`src/rtl/vga_sync_decoder.sv`:
```
// Receive-side VGA sync decoder: measures hsync/vsync timing, checks it against the
// configured mode, reconstructs pixel coordinates and tracks lock over whole frames.
module vga_sync_decoder #(
    parameter int unsigned H_TOTAL     = 800,
    parameter int unsigned H_SYNC      = 96,
    parameter int unsigned H_BACK      = 48,
    parameter int unsigned H_VISIBLE   = 640,
    parameter int unsigned V_TOTAL     = 525,
    parameter int unsigned V_SYNC      = 2,
    parameter int unsigned V_BACK      = 33,
    parameter int unsigned V_VISIBLE   = 480,
    parameter int unsigned LOCK_FRAMES = 2
) (
    input  logic        board_clock,
    input  logic        reset,
    input  logic        pix_en,
    input  logic        hsync_in,
    input  logic        vsync_in,
    output logic [9:0]  x_val,
    output logic [9:0]  y_val,
    output logic        active,
    output logic        line_start,
    output logic        frame_start,
    output logic        locked,
    output logic        sync_err,
    output logic [11:0] h_meas,
    output logic [11:0] v_meas
);
    localparam logic [11:0] HT   = 12'(H_TOTAL);
    localparam logic [11:0] HSW  = 12'(H_SYNC);
    localparam logic [11:0] HOFS = 12'(H_SYNC + H_BACK);
    localparam logic [11:0] HV   = 12'(H_VISIBLE);
    localparam logic [11:0] VT   = 12'(V_TOTAL);
    localparam logic [11:0] VSW  = 12'(V_SYNC);
    localparam logic [11:0] VOFS = 12'(V_SYNC + V_BACK);
    localparam logic [11:0] VV   = 12'(V_VISIBLE);
    localparam logic [3:0]  LF   = 4'(LOCK_FRAMES);

    typedef enum logic [1:0] {SEARCH, TRACK, LOCKED} state_t;

    function automatic logic [11:0] sat_inc(input logic [11:0] v);
        return (v == 12'hFFF) ? v : v + 12'd1;
    endfunction

    state_t      state_q, state_d;
    logic        hs_q, vs_q, vs_pend_q, vs_pend_d;
    logic        seen_line_q, seen_line_d, seen_frame_q, seen_frame_d, bad_q, bad_d;
    logic [11:0] h_cnt_q, v_cnt_q, hlow_q, hlow_d, vlow_q, vlow_d;
    logic [11:0] h_meas_q, h_meas_d, v_meas_q, v_meas_d;
    logic [3:0]  good_q, good_d;
    logic [9:0]  x_q, x_d, y_q, y_d;
    logic        active_q, active_d, lstart_q, fstart_q, locked_q, locked_d, err_q, err_d;

    logic        hfall, hrise, vfall, vrise, v_rst, timeout, mis, x_in, y_in;
    logic [11:0] h_inc, h_idx, v_inc, v_idx, hx, vy;

    always_comb begin
        hfall   = hs_q & ~hsync_in;
        hrise   = ~hs_q & hsync_in;
        vfall   = vs_q & ~vsync_in;
        vrise   = ~vs_q & vsync_in;
        h_inc   = sat_inc(h_cnt_q);
        h_idx   = hfall ? 12'd0 : h_inc;
        v_inc   = sat_inc(v_cnt_q);
        // A pending or coincident vsync fall makes this hsync line row 0.
        v_rst   = hfall & (vs_pend_q | vfall);
        v_idx   = !hfall ? v_cnt_q : (v_rst ? 12'd0 : v_inc);
        timeout = (h_idx == 12'hFFF) && (h_cnt_q != 12'hFFF);

        mis = (hfall & seen_line_q & (h_inc != HT))
            | (hrise & (hlow_q != HSW))
            | (vrise & (vlow_q != VSW))
            | (v_rst & seen_frame_q & (v_inc != VT));

        seen_line_d  = seen_line_q | hfall;
        seen_frame_d = seen_frame_q | v_rst;
        h_meas_d     = (hfall & seen_line_q) ? h_inc : h_meas_q;
        v_meas_d     = (v_rst & seen_frame_q) ? v_inc : v_meas_q;
        hlow_d       = hfall ? 12'd1 : (!hsync_in ? sat_inc(hlow_q) : hlow_q);
        vlow_d       = vfall ? 12'd1 : ((hfall & ~vsync_in) ? sat_inc(vlow_q) : vlow_q);
        vs_pend_d    = hfall ? 1'b0 : (vs_pend_q | vfall);
        bad_d        = v_rst ? 1'b0 : (bad_q | mis);

        state_d = state_q;
        good_d  = good_q;
        err_d   = 1'b0;
        if (timeout) begin
            err_d        = 1'b1;
            state_d      = SEARCH;
            good_d       = 4'd0;
            seen_line_d  = 1'b0;
            seen_frame_d = 1'b0;
        end else begin
            case (state_q)
                SEARCH: if (v_rst) begin
                    state_d = TRACK;
                    good_d  = 4'd0;
                end
                TRACK, LOCKED: begin
                    if (mis) begin
                        err_d   = 1'b1;
                        good_d  = 4'd0;
                        state_d = TRACK;
                    end else if (v_rst && !bad_q && state_q == TRACK) begin
                        good_d = good_q + 4'd1;
                        if (good_q + 4'd1 == LF) state_d = LOCKED;
                    end
                end
                default: state_d = SEARCH;
            endcase
        end
        locked_d = (state_d == LOCKED);

        hx       = h_idx - HOFS;
        vy       = v_idx - VOFS;
        x_in     = hx < HV;
        y_in     = vy < VV;
        x_d      = x_in ? hx[9:0] : 10'd640;
        y_d      = y_in ? vy[9:0] : 10'd480;
        active_d = locked_d & x_in & y_in;
    end

    always_ff @(posedge board_clock) begin
        if (reset) begin
            state_q      <= SEARCH;
            hs_q         <= 1'b1;
            vs_q         <= 1'b1;
            vs_pend_q    <= 1'b0;
            seen_line_q  <= 1'b0;
            seen_frame_q <= 1'b0;
            bad_q        <= 1'b0;
            h_cnt_q      <= '0;
            v_cnt_q      <= '0;
            hlow_q       <= '0;
            vlow_q       <= '0;
            h_meas_q     <= '0;
            v_meas_q     <= '0;
            good_q       <= '0;
            x_q          <= 10'd640;
            y_q          <= 10'd480;
            active_q     <= 1'b0;
            lstart_q     <= 1'b0;
            fstart_q     <= 1'b0;
            locked_q     <= 1'b0;
            err_q        <= 1'b0;
        end else if (pix_en) begin
            state_q      <= state_d;
            hs_q         <= hsync_in;
            vs_q         <= vsync_in;
            vs_pend_q    <= vs_pend_d;
            seen_line_q  <= seen_line_d;
            seen_frame_q <= seen_frame_d;
            bad_q        <= bad_d;
            h_cnt_q      <= h_idx;
            v_cnt_q      <= v_idx;
            hlow_q       <= hlow_d;
            vlow_q       <= vlow_d;
            h_meas_q     <= h_meas_d;
            v_meas_q     <= v_meas_d;
            good_q       <= good_d;
            x_q          <= x_d;
            y_q          <= y_d;
            active_q     <= active_d;
            lstart_q     <= hfall;
            fstart_q     <= v_rst;
            locked_q     <= locked_d;
            err_q        <= err_d;
        end else begin
            lstart_q <= 1'b0;
            fstart_q <= 1'b0;
            err_q    <= 1'b0;
        end
    end

    assign x_val       = x_q;
    assign y_val       = y_q;
    assign active      = active_q;
    assign line_start  = lstart_q;
    assign frame_start = fstart_q;
    assign locked      = locked_q;
    assign sync_err    = err_q;
    assign h_meas      = h_meas_q;
    assign v_meas      = v_meas_q;
endmodule

```
`config.mk`:
```
export PLATFORM = sky130hd
export DESIGN_NAME = vga_sync_decoder
export DESIGN_NICKNAME = d
export VERILOG_FILES = /design/src/rtl/vga_sync_decoder.sv
export SDC_FILE = /design/constraint.sdc
export NUM_CORES = 1
export LEC_CHECK = 0
export CAP_MARGIN = 20
export CORE_MARGIN = 2
export CORE_UTILIZATION = 43
export DETAILED_ROUTE_END_ITERATION = 10
export GPL_TIMING_DRIVEN = 0
export PLACE_DENSITY = 0.66
export RECOVER_POWER = 25
export SETUP_SLACK_MARGIN = 0.3
export SYNTH_ARGS = -nofsm -noshare
export SYNTH_HDL_FRONTEND = slang
export SYNTH_SLANG_ARGS = --single-unit
```
`constraint.sdc`:
```
create_clock -name board_clock -period 4.05 [get_ports board_clock]
set_input_delay 1.0125 -clock board_clock [delete_from_list [all_inputs] [get_ports board_clock]]
set_output_delay 1.0125 -clock board_clock [all_outputs]
set_load 0.05 [all_outputs]
```
* Yosys cells after proc, flatten, opt, wreduce, memory -nomap -nowiden *
Cells that the tools add are included.

word-level totals
  memories kept = 0
  bits of input ports = 5
  logic and storage cells = 120
  bits in writable memories = 0
  output and inout port bits = 49
  register bits = 109
  bits in read-only memories = 0
  bits in latches = 0

operators by class
  equal/unequal tests = 19
  muxes and demuxes = 31
  $lt $le $gt $ge = 2
  reductions and logical operators = 14
  shift-type cells = 0
  multipliers = 0
  div/mod/pow operators = 0
  $add $sub $neg = 7
  bitwise operators = 26

operator list
  cell                                                                    number
  12-bit two-way mux                                                      11
  12-bit equality test, second input constant                             5
  12-bit by 1-bit adder with 12-bit output, second input constant         4
  12-bit by 10-bit != test with 1-bit output, second input constant       2
  10-bit two-way mux                                                      2
  4-bit two-way mux                                                       4
  1-bit bitwise AND                                                       14
  12-bit by 10-bit < comparator with 1-bit output, second input constant  1
  12-bit by 9-bit < comparator with 1-bit output, second input constant   1
  12-bit != test, second input constant                                   1
  12-bit by 2-bit != test with 1-bit output, second input constant        1
  12-bit by 7-bit != test with 1-bit output, second input constant        1
  12-bit by 6-bit subtractor with 12-bit output, second input constant    1
  12-bit by 8-bit subtractor with 12-bit output, second input constant    1
  2-bit two-way mux                                                       5
  4-bit one-hot mux with 2 select lines                                   1
  1-bit two-way mux                                                       7
  1-bit OR                                                                7
  3-bit AND reduction                                                     2
  1-bit inverter                                                          5
  4-bit by 1-bit adder with 4-bit output, second input constant           1
  2-bit equality test, second input constant                              2
  4-bit by 2-bit equality test with 1-bit output, second input constant   1
  2-bit != test, second input constant                                    2
  other kinds (13)                                                        17

* Logic depth before layout (Yosys ltp) *
Gate-level depths: netlist (run 1).

  depth in word-level cells = 13
  depth in mapped cells = 16
  gate-level depth less buffers = 14

* Worst setup path before layout (run 1) *
Ideal clock, no wire load.

  path kind = input -> register
  from = input hsync_in
  to = register x_q[9] (netlist: x_val[9])
  library setup time = 0.122 ns
  cell stages on the path = 13
  data required time = 3.928 ns
  data arrival time = 3.461 ns
  buffers on the path = 3
  path slack = 0.467 ns
  cell sequence = nand2b_1 -> buf_2 -> clkbuf_1 -> buf_1 -> and3_1 -> inv_1 -> ha_1 -> o21ai_0 -> nand4_1 -> a311oi_1 -> o211a_2 -> nand2_2 -> o32a_1

between the ends
  word-level cells in the longest chain between the ends = 6

ends and longest elaborated chain
  element                                            RTL line  source
  start, declared                                    17        input logic hsync_in,
  1-bit inverter (*)                                 58        hfall = hs_q & ~hsync_in;
  1-bit bitwise AND (*)                              58
  12-bit two-way mux (*)                             63        h_idx = hfall ? 12'd0 : h_inc;
  net h_idx[4]                                       55        logic [11:0] h_inc, h_idx, v_inc, v_idx, hx, vy;
  12-bit by 8-bit subtractor with 12-bit output (*)  114       hx = h_idx - HOFS;
  12-bit by 10-bit < comparator with 1-bit output    116       x_in = hx < HV;
  10-bit two-way mux (*)                             118       x_d = x_in ? hx[9:0] : 10'd640;
  end signal, assigned                               139       x_q <= 10'd640;
  end signal, assigned                               161       x_q <= x_d;
  end, declared                                      51        logic [9:0] x_q, x_d, y_q, y_d;

Mark *: on every way through the listed nets, which the timed path passes. The rest lies on a longest branch.
A chain may end at the register's enable or synchronous reset.

* Final worst setup path (run 1) *
  from = input hsync_in
  to = register y_q[4] (netlist: y_val[4])

between the ends
  word-level cells in the longest chain between the ends = 8

ends and longest elaborated chain
  element                                            RTL line  source
  1-bit inverter (*)                                 58
  1-bit bitwise AND (*)                              58
  1-bit bitwise AND                                  66        v_rst = hfall & (vs_pend_q | vfall);
  12-bit two-way mux                                 67        v_idx = !hfall ? v_cnt_q : (v_rst ? 12'd0 : v_inc);
  12-bit two-way mux (*)                             67
  net v_idx[0]                                       55
  12-bit by 6-bit subtractor with 12-bit output (*)  115       vy = v_idx - VOFS;
  12-bit by 9-bit < comparator with 1-bit output     117       y_in = vy < VV;
  10-bit two-way mux (*)                             119       y_d = y_in ? vy[9:0] : 10'd480;
  end signal, assigned                               162       y_q <= y_d;
  end, declared                                      51

Marked as above.

==> summary.md, run 1 <==
The synthesized netlist devotes 22.2% of its cell area to compound gates. In this run, synthesis inferred 0 flip-flops with an integrated enable. The critical-path maximum fanout is 10, and the proportion of power drawn by flip-flops and latches is 51.3%. Counting every instance in the synthesized netlist gives 770.

At the worst endpoint, the required time is 4310 ps. In this run the standard cell core region covers 13900 µm². The clock passes through at most 2 buffers.

Of the total power, the share spent switching nets is 26.1%. For the switching power of the nets, the log shows 0.555 mW. The floorplan has 43 rows.

Dividing the synthesized area by the synthesized cell count gives 7.95 µm². In this run, synthesis produced a sequential element count of 109. Summed over all layers, the routed wires come to 18200 µm. Clock tree synthesis found a total of 109 sinks. Global routing used 24.4% of the available tracks. The Yosys step of the flow raised 0 warnings. The filler cells instantiated in the layout total 1376. The tools report the max-capacitance violation count as 0. In the final layout, the share of cells above drive strength 1 is 8.70%.

The worst hold slack across all endpoints was 452 ps; the die extent in y was 123 µm. The number of antenna diodes came out at 0. The detailed router placed 6081 vias in this run. Adding up every negative setup slack in the final design gives 0 ps.

After synthesis, flip-flops and latches occupy 35.7% of the total area. The number of clock buffers added by TritonCTS is 9. Cell internal power was estimated by the tool at 1.57 mW. In the synthesized netlist the async set-or-reset flop fraction comes to 0%. Setup repair after global routing left no endpoint under its margin. After detailed routing, the number of remaining DRC violations is 0. The detailed-route vias per instance was 5.97.

The tree is rooted in a sky130_fd_sc_hd__clkbuf_16. The relative contribution of the clock network to total power is 40.8%, and the number of DRC markers in iteration 0 is 647. The part of the cycle the worst path needs was 90.7%; the number of iterations in the first detailed-routing pass was 5. The flow ran to the end, and the final reports show no timing, DRC or antenna violations. For the pin with the worst max-slew slack, the measured transition is 853 ps.

The run gives 5655 as the via count of the first global-routing pass. Per report_power, the combinational group accounts for 7.9% of the total. The simple-gate share of the synthesized area came out at 27.3%.

Worst hold path class: flip-flop to flip-flop. The parity-gate share of the synthesized area counting xor and xnor cells was 5.01%. Multiplexer share of the synthesized area: 1.51%. TritonCTS built the clock tree. Between clock sinks in the finished design, the worst skew comes to 8.03 ps. Counting every net in the synthesized netlist gives 789. In this run, distinct cell masters in the synthesized netlist total 79. The number of max-slew violations in the final report is 0.

From left edge to right edge, the die measures 123 µm. Of the total synthesized cell area, the portion taken by full adders, half adders and majority gates is 2.86%. Leaving out fill and tap cells, the most frequent cell in the layout is sky130_fd_sc_hd__dfxtp_1. The number of antenna violations at the first check in global routing is 0. The tools report the total count of hold-check failures in the final report as 0. The combined area of all synthesized cells is 6120 µm², and the number of H-tree levels is 3. The area growth from synthesis to layout is 17.8%. The logs give 2.69 nW for the cell leakage power and 0 for the number of antenna-violating nets in the routed design. The run gives 853 as the number of nets in the layout. After synthesis, the largest family of logic cells by area is simple AND/OR/NAND/NOR gates. The wire length of the first global-routing pass is 29100 µm. For the finished layout, the period the worst path requires is 3670 ps. The worst setup path is launched from an input port. During placement, the flow inserted port buffers numbering 52. In this run the power density over the cells is 295 nW/µm².

The most used flip-flop cell after synthesis is sky130_fd_sc_hd__dfxtp_1. The setup violation total in the final timing report is 0, and the initial standard-cell utilization of the core is 44.1%. The run gives 590 ps as the worst setup slack for register-to-register paths. In the layout the commonest cells are sky130_fd_sc_hd__dfxtp_1, sky130_fd_sc_hd__nor2_1, sky130_fd_sc_hd__nand2_1.

For the worst setup path, the data arrival time is 3930 ps. Once placement completed, the tool counted placed cells totaling 1002. The total overflow left after global routing is 0. The wire length per cell after detailed routing is 17.9 µm. Measured against its own limit, the worst slew margin works out to 41.5%. The die covers 15200 µm². The achievable clock frequency is 272 MHz. The congestion estimate from routability-driven global placement came to 0.966.

The worst setup path is captured at a flip-flop. Leaving out filler cells and counting taps, the final layout contains 1019. The insertion delay to the later sink of the worst-skew pair came out at 360 ps. The wire-length estimate of the detail-placed layout is 13300 µm.

For the largest voltage drop on the vdd net, the log shows 0.201 mV. During I/O placement, the number of pins put on the boundary was 54. Maximum number of pins on one net before global-route repair: 19. Clock-pin slew was measured on the worst setup and hold paths at 70 ps. The worst setup path is of the input port to flip-flop kind.
-- final cells by class --
type / count / area, µm² / share of cell area, %
Sequential cell: 109 / 2180 / 30.3
Timing Repair Buffer: 53 / 531 / 7.36
Clock buffer: 11 / 243 / 3.37
Inverter: 15 / 56.3 / 0.781
Clock inverter: 5 / 45.0 / 0.625
Multi-Input combinational cell: 592 / 3630 / 50.4
Tap cell: 180 / 225 / 3.12
Buffer: 54 / 298 / 4.13
-- power by group through the flow --
stage / logic [mW] / registers (mW) / clock network, mW
CTS: 0.167 / 1.09 / 0.888
floorplan: 0.103 / 1.12 / 0
global route: 0.182 / 1.09 / 0.925
detailed placement: 0.161 / 1.12 / 0
global placement: 0.159 / 1.11 / 0
finish: 0.169 / 1.09 / 0.868
-- metal layers --
layer  vias up  GRT usage [%]  wire, µm
met5         -              0         0
met4         0           8.66       390
met3        33           4.57      1160
met2       250           38.8      8500
met1      2877           33.1      8150
li1       2921              -         -
-- Yosys cell counts, types with 11 or more instances --
| cell | number | share of area, % |
|---|---|---|
| sky130_fd_sc_hd__nand4_1 | 25 | 2.6 |
| sky130_fd_sc_hd__o21ai_0 | 34 | 2.8 |
| sky130_fd_sc_hd__inv_1 | 15 | 0.92 |
| sky130_fd_sc_hd__nand2_1 | 73 | 4.5 |
| sky130_fd_sc_hd__xnor2_1 | 15 | 2.1 |
| sky130_fd_sc_hd__dfxtp_1 | 109 | 36 |
| sky130_fd_sc_hd__and3_1 | 15 | 1.5 |
| sky130_fd_sc_hd__xor2_1 | 20 | 2.9 |
| sky130_fd_sc_hd__buf_2 | 18 | 1.5 |
| sky130_fd_sc_hd__a31oi_1 | 20 | 2.0 |
| sky130_fd_sc_hd__ha_1 | 14 | 2.9 |
| sky130_fd_sc_hd__a21oi_1 | 66 | 5.4 |
| sky130_fd_sc_hd__clkbuf_1 | 19 | 1.2 |
| sky130_fd_sc_hd__and2_1 | 11 | 1.1 |
| sky130_fd_sc_hd__nor2_1 | 91 | 5.6 |
| sky130_fd_sc_hd__nand3_1 | 36 | 2.9 |
| sky130_fd_sc_hd__nor3_1 | 16 | 1.3 |
-- path summary, 6_finish.rpt --
kind                                 start   endpoint  depth (start not counted)
worst max-delay path              hsync_in   y_val[4]                         14
worst min-delay path             h_meas[4]  h_meas[4]                          2
worst min register to register   h_meas[4]  h_meas[4]                          2
worst max register to register  v_cnt_q[0]   y_val[4]                         15
-- registers in the layout (all words and copies together), names as in the netlist, 2 cells and up --
name,cells
good_q,4
h_cnt_q,12
hlow_q,12
vlow_q,12
x_val,10
h_meas,12
state_q,2
y_val,10
v_cnt_q,12
v_meas,12
-- timing repair --
item / 4_1_cts / 5_1_grt
setup buffers: 0 / 1
setup endpoints to repair: 30 / 22
hold buffers: 0 / 0
gates resized for setup: 15 / 3
pin swaps: 0 / 1
-- metrics by stage --
step | cell area (µm²) | util [%] | power (mW) | setup slack (ps)
finish | 7210 | 52.0 | 2.13 | 378
global placement | 6870 | 49.5 | 1.27 | -857
global route | 7210 | 52.0 | 2.20 | 179
detailed placement | 6870 | 49.5 | 1.28 | -860
CTS | 7200 | 51.8 | 2.15 | 250
floorplan | 6120 | - | 1.22 | 467
-- worst max-delay path, cell delays in order --
cell	delay, ps
sky130_fd_sc_hd__dlymetal6s2s_1	190
sky130_fd_sc_hd__nor2b_4	210
sky130_fd_sc_hd__buf_4	230
sky130_fd_sc_hd__clkbuf_1	430
sky130_fd_sc_hd__nand2_1	140
sky130_fd_sc_hd__a21oi_1	290
sky130_fd_sc_hd__inv_1	80
sky130_fd_sc_hd__ha_1	240
sky130_fd_sc_hd__a21oi_1	130
sky130_fd_sc_hd__nand3b_1	130
sky130_fd_sc_hd__mux2i_1	160
sky130_fd_sc_hd__a311oi_2	300
sky130_fd_sc_hd__a21oi_2	120
sky130_fd_sc_hd__a32o_1	270
-- cell families after synthesis --
kind of cell,Yosys count
muxes,9
AOI/OAI and AO/OA,204
xor gates and xnor gates,35
DFF,109
buffers and inverters,69
adders and majority gates,14
and+or+nand+nor,330
Power figures use the tool's default switching activity.
==> inputs of run 2 (changes only) <==
CORE_MARGIN = 3   (was 2)
==> run 2 against run 1 <==
Utilization increased by 1.3 points. Die area up 3.3%. Largest cell class unchanged. Combinational power hardly changed. Critical path type unchanged. Sequential cell count unchanged.
==> summary.md, run 2 (synthesis gave the netlist of run 1 again) <==
The run finished with clean final reports. In the final layout, the share of cells above drive strength 1 is 9.06%. Across the run, the number of max-cap violations was 0. For this run the aggregate overflow at the end of global routing stands at 0. Setup repair after global routing left no endpoint under its margin. For hold timing, the worst endpoint is locked. For this design the top-level I/O count stands at 54. For the worst setup path, the data arrival time is 3930 ps. The critical path in this run is classified as input port to flip-flop. The tools report the final estimated routing congestion in global placement as 0.950.

The cell sitting at the root of the clock tree is a sky130_fd_sc_hd__clkbuf_16. Number of iterations in the first detailed-routing pass: 5. No sink is reached through more buffers than the 2 on the longest clock path.

The logs give 6860 µm² for the area of placed instances and 41.8% for the headroom to the max-slew limit. Critical path launch point: vsync_in. The largest single stage delay on the critical path is 620 ps.

The number of buffers added on ports is 52, and the total length of routed wires is 18400 µm. Combinational cells account for 7.9% of the total power. The setup check on the worst reg-to-reg path leaves a slack of 630 ps. Dividing the detail-routed via count by the number of cells gives 5.95. CTS saw 109 sinks. The logs give 1335 for the number of inserted filler cells in the final layout and 42 for the floorplan row count.

Cells fill 53.3% of the core in the end. The kind of end point of the critical path is a flip-flop. The final route contains 6040 vias. The cell at the slowest stage of the critical path is sky130_fd_sc_hd__dlygate4sd3_1.

The critical-path maximum fanout is 6, and the number of H-tree levels is 3. In this run, flip-flops and latches consume 50.4% of the power. The number of cells traversed by the worst hold path works out to 1. The width of the chip was 125 µm; the total count of hold-check failures in the final report was 0. The total global-route track usage came out at 23.1%.

For the pin with the worst max-slew slack, the measured transition is 873 ps. Per report_power, the clock group accounts for 41.8% of the total. Net switching is 26.9% of the power.

The number of antenna violations at the first check in global routing was 0. STA puts the critical path data required time at 4350 ps. The final sum of negative setup slack was 0 ps; the number of DRC markers in iteration 0 was 614.

After clock tree synthesis, the clock-pin slew on the worst setup and hold paths is 80 ps. The kind of cell with the highest combined delay along the critical path is simple AND/OR/NAND/NOR gates. The worst register-to-register path ends at y_val[2]. 0 antenna diodes ended up in the layout. The run gives 360 ps as the insertion delay to the later sink of the worst-skew pair. The leading cell type in the layout, fill and taps excluded is sky130_fd_sc_hd__dfxtp_1. After routing the design area is 7220 µm². The source of the worst register-to-register timing path was v_cnt_q[0]. Setup slack closes at 420 ps.

Static timing analysis puts the maximum clock frequency at 276 MHz. The via count of the first global-routing pass is 5680. The path class of the tightest hold or removal check is flip-flop to flip-flop. The sum of net half-perimeters after detailed placement came out at 13700 µm.

For the clock buffer count from CTS, the log shows 9. Entering global routing, the biggest net connects 21 pins. For this run, design rule violations remaining after detail routing come to 0. Dividing total power by cell area gives a power density of 300 nW/µm². The placeable core region is 13600 µm².

In this run the vertical extent of the chip is 125 µm. The buffers plus inverters on the worst setup path came out at 2. The first global-routing pass estimated 29600 µm of wire. The top cell types in the final layout, fill and taps aside, are sky130_fd_sc_hd__dfxtp_1, sky130_fd_sc_hd__nor2_1, sky130_fd_sc_hd__nand2_1. The run gives 0 as the number of antenna-violating nets in the routed design. Relative to the synthesized area, the layout overhead comes to 18.0%. The floorplan step defined a die boundary enclosing 15700 µm². TritonCTS built the clock tree. The cell leakage power came out at 2.69 nW.

The number of nets in the layout was 853. The kind of launch point of the worst setup path is an input port. For the initial standard-cell utilization of the core, the log shows 45.1%. Overall power: 2.16 mW. The startpoint identified for the worst hold timing path is locked. Summed over all nets, the switching power comes to 0.583 mW. The logs give 0 for the setup violation total in the final timing report and 2180 µm² for the sequential standard cell area. For the final setup skew, the log shows 9.46 ps.

The cell internal power dissipation came out at 1.58 mW. The critical path goes through dlygate4sd3_1 > nor2b_1 > nor2_1 > nand2_1 > nand2_1 > a21oi_2 > inv_1 > ha_1 > a21oi_1 > nand3b_1 > and2_1 > mux2i_1 > a21oi_2 > a32o_1. In the final routed layout, each cell accounts on average for 18.2 µm. For the number of max-slew violations in the final report, the log shows 0. Measured in cells, the most critical reg-to-reg path has a length of 15. After layout, the worst path uses 89.6% of the clock period.

In the final layout, the multi-input gates occupy 3640 µm². For the finished layout, the period the worst path requires is 3630 ps. The tools report the largest voltage drop on the vdd net as 0.276 mV.

Prior to clock tree synthesis, the placed netlist has a worst setup slack of -944 ps.
## run 2: cell count changes in the layout (fill, tap and decap cells not counted)
cell                              before  now
sky130_fd_sc_hd__clkdlybuf4s50_1      30   27
sky130_fd_sc_hd__clkinv_4              3    0
sky130_fd_sc_hd__dlygate4sd3_1        21   24
sky130_fd_sc_hd__inv_6                 0    3
sky130_fd_sc_hd__clkbuf_1             20   18
sky130_fd_sc_hd__a21oi_1              66   65
sky130_fd_sc_hd__a21oi_2               1    2
sky130_fd_sc_hd__buf_2                16   17
sky130_fd_sc_hd__clkinv_8              0    1
sky130_fd_sc_hd__dlygate4sd2_1         0    1
sky130_fd_sc_hd__dlymetal6s2s_1        1    0
## run 2: final cells by class
class	count	share of cell area [%]
plain buffers	54	4.14
clock inverters	6	0.849
clock buffers	10	3.31
repair buffers	53	7.30
flip-flops and latches	109	30.2
inverters	15	0.780
well taps	176	3.05
multi-input cells	592	50.4
## run 2: worst register-to-register path, cell delays in order, from the launching register on
cell	delay, ps
sky130_fd_sc_hd__dfxtp_1	370
sky130_fd_sc_hd__ha_1	150
sky130_fd_sc_hd__buf_2	180
sky130_fd_sc_hd__nand3_2	230
sky130_fd_sc_hd__nor4_2	400
sky130_fd_sc_hd__buf_2	310
sky130_fd_sc_hd__nor3_1	100
sky130_fd_sc_hd__a21oi_2	170
sky130_fd_sc_hd__inv_1	60
sky130_fd_sc_hd__ha_1	240
sky130_fd_sc_hd__a21oi_1	130
sky130_fd_sc_hd__nand3b_1	140
sky130_fd_sc_hd__and2_1	240
sky130_fd_sc_hd__mux2i_1	150
sky130_fd_sc_hd__a21oi_2	290
sky130_fd_sc_hd__a32o_1	220
## run 2: what timing repair did
item / 4_1_cts / 5_1_grt
gates cloned: 0 / 0
pin swaps: 1 / 0
buffers inserted: 1 / 0
hold buffers: 0 / 0
setup endpoints to repair: 30 / 16
resized for setup: 13 / 6
## run 2: stage by stage
stage	cells	hold WS (ps)
final	1015	446
after global routing	1015	465
after CTS	1015	456
after detailed placement	998	444
after global placement	998	435
after floorplan	770	468
## run 2: power by group through the flow
stage                     sequential (mW)  clock [mW]  combinational (mW)
after global routing                 1.09       0.965               0.184
after CTS                            1.09       0.926               0.167
final                                1.09       0.904               0.170
after detailed placement             1.12           0               0.162
after floorplan                      1.12           0               0.103
after global placement               1.11           0               0.160
## run 2: worst max path at each step
stage | to | slack, ps | depth (start not counted)
global placement | x_val[9] | -910 | 14
floorplan | x_val[9] | 470 | 13
CTS | y_val[2] | 390 | 9
finish | y_val[2] | 420 | 14
detailed placement | x_val[9] | -940 | 14
global route | y_val[2] | 250 | 14
## run 2: layer usage
metal  track usage [%]  part of all wire [%]  routed length (µm)  up-vias
met5                 0                     0                   0        -
met4              6.95                   1.9                 342        0
met3              4.18                   7.3                1350       33
met2              37.5                    46                8470      238
met1              31.3                    45                8260     2842
li1                  -                     -                   -     2927
==> inputs of run 3 (changes only) <==
clock period = 3.45 ns   (was 4.05 ns; I/O delays follow)
==> run 3 against run 2 <==
Utilization is 1.8 points higher. Setup slack worse by 210 ps. Clock power is 21% higher. Critical endpoint is now state_q[1].
==> summary.md, run 3 (synthesis gave the netlist of run 1 again) <==
The cell leakage power came out at 2.81 nW. After layout, the design draws a total of 2.59 mW. The run gives 0.951 as the final estimated routing congestion in global placement. The run gives 7470 µm² as the post-layout instance area.

The classification of the worst setup path is input port to flip-flop. The achievable clock frequency is 309 MHz. For this run the aggregate overflow at the end of global routing stands at 0. Clock latency on the worst-skew pair, taken at its later pin, is 370 ps. The number of max-slew violations in the final report is 0, and the final sum of negative setup slack is 0 ps. The share of layout cells above drive strength 1 was 12.2%; the setup violation total in the final timing report was 0.

Once detail routing completed, the nets flagged for antenna violations numbered 0. The root buffer cell was sky130_fd_sc_hd__clkbuf_16. In this run, CTS created clock tree buffers numbering 9. Leaving out fill and tap cells, the most frequent cells in the layout are sky130_fd_sc_hd__dfxtp_1, sky130_fd_sc_hd__nor2_1, sky130_fd_sc_hd__nand2_1. For this configuration, the core starts out at a cell density of 45.1%. Across every metal layer, demand over resource in global routing totals 22.9%. The layout has 1294 filler cells. Using the TritonRoute via totals, the vias-per-cell ratio works out to 5.90. Critical-path maximum fanout: 10. STA classifies the critical path endpoint as a flip-flop. In this run the deepest clock path goes through 2 buffers. The repair_antennas step left the layout with diodes totalling 0. The number of antenna violations at the first check in global routing was 0. The area growth from synthesis to layout is 22.1%. Number of iterations in the first detailed-routing pass: 5. Setup repair after global routing left no endpoint under its margin. For the final database, setup skew stands at 12.7 ps. After detailed placement, the total cell area comes to 6870 µm². For the maximum number of pins on one net before global-route repair, the log shows 20. The die extent in y is 125 µm, and the floorplan row count is 42. The run gives 3700 ps as the data required time at the worst endpoint. The ratio of total power to cell area was 346 nW/µm²; the total count of hold-check failures in the final report was 0. TritonCTS built the clock tree.

For the number of H-tree levels, the log shows 3. In this run the horizontal extent of the chip is 125 µm. The leading cell type in the layout, fill and taps excluded is sky130_fd_sc_hd__dfxtp_1. The tool flagged a number of max-cap violations equal to 0.

Summing all multi-input logic gate instances after layout gives 3720 µm². After the first detailed-routing iteration, the DRC count stood at 614. Total length of routed wires: 18300 µm.

The headroom to the max-slew limit was 35.3%. After clock tree synthesis, the clock-pin slew on the worst setup and hold paths is 80 ps. For this run, design rule violations remaining after detail routing come to 0.

For the I/O pin count, the log shows 54. For this design, the sink count on the clock tree is 109. The kind of launch point of the worst setup path was an input port. The first global-routing pass estimated 29600 µm of wire. For the pin with the worst max-slew slack, the measured transition is 967 ps. Once detailed placement completed, the half-perimeter wirelength came to 13300 µm. The path class of the tightest hold or removal check is flip-flop to flip-flop. The run finished with clean final reports.

The data arrival time of the worst path came out at 3490 ps. The number of buffers added on ports came out at 52. The largest voltage drop on the vdd net is 0.261 mV. The logs give 5710 for the via count of the first global-routing pass and 2190 µm² for the sequential standard cell area.

The placeable core region was 13600 µm². The time the worst path needs with I/O delays and setup is 3240 ps, and the number of nets in the layout is 867. At the end of the flow the core is filled with cells to 55.1%. In the finished design, the share of the clock period the worst path needs comes to 93.9%. The wire length per cell after detailed routing is 17.8 µm, and the area of the die is 15700 µm². Summing over every cut layer, the via total after detailed routing is 6076.
[run 3: report_power, final]
group          switching [mW]  internal, mW
clock                   0.509         0.579
combinational           0.147        0.0708
sequential             0.0121          1.27
total                   0.668          1.92
[run 3: area by class of cell]
type                       instances  share of cell area, %
timing repair buffer              67                   8.46
clock buffer                      10                   3.06
buffer                            54                   4.66
multi-input combinational        592                   49.8
tap                              176                   2.95
sequential                       109                   29.3
inverter                          15                  0.754
clock inverter                     6                   1.06
[run 3: layer usage]
layer,up-vias,wire [µm],track usage [%]
li1,2957,-,-
met1,2863,8240,30.2
met2,222,8450,37.0
met3,34,1260,5.71
met4,0,367,7.02
met5,-,0,0
[run 3: worst paths after layout]
check	from	depth (start not counted)	to	slack, ps
min reg2reg	v_meas[3]	2	v_meas[3]	450
min	v_meas[3]	2	v_meas[3]	450
max	hsync_in	14	state_q[1]	210
max reg2reg	h_cnt_q[1]	15	state_q[1]	410
[run 3: critical path: stages]
cell	delay (ps)
sky130_fd_sc_hd__clkdlybuf4s25_1	330
sky130_fd_sc_hd__nand2b_1	200
sky130_fd_sc_hd__buf_6	140
sky130_fd_sc_hd__clkbuf_16	160
sky130_fd_sc_hd__buf_8	140
sky130_fd_sc_hd__and3_4	190
sky130_fd_sc_hd__ha_1	190
sky130_fd_sc_hd__and4b_1	190
sky130_fd_sc_hd__nand3_2	110
sky130_fd_sc_hd__nor3_4	70
sky130_fd_sc_hd__buf_4	150
sky130_fd_sc_hd__or3_1	360
sky130_fd_sc_hd__o21a_1	220
sky130_fd_sc_hd__o32ai_1	160
[run 3: timing repair]
action,CTS,global route
gates resized for setup,28,27
buffers inserted,6,9
pin swaps,4,8
setup endpoints to repair,31,23
hold buffers,0,0
[run 3: through the flow]
stage                     hold WS, ps  cells  setup slack, ps
after detailed placement          446    998             -774
after CTS                         460   1020              310
after global routing              475   1029              130
after floorplan                   468    770              311
after global placement            436    998             -762
final                             451   1029              211
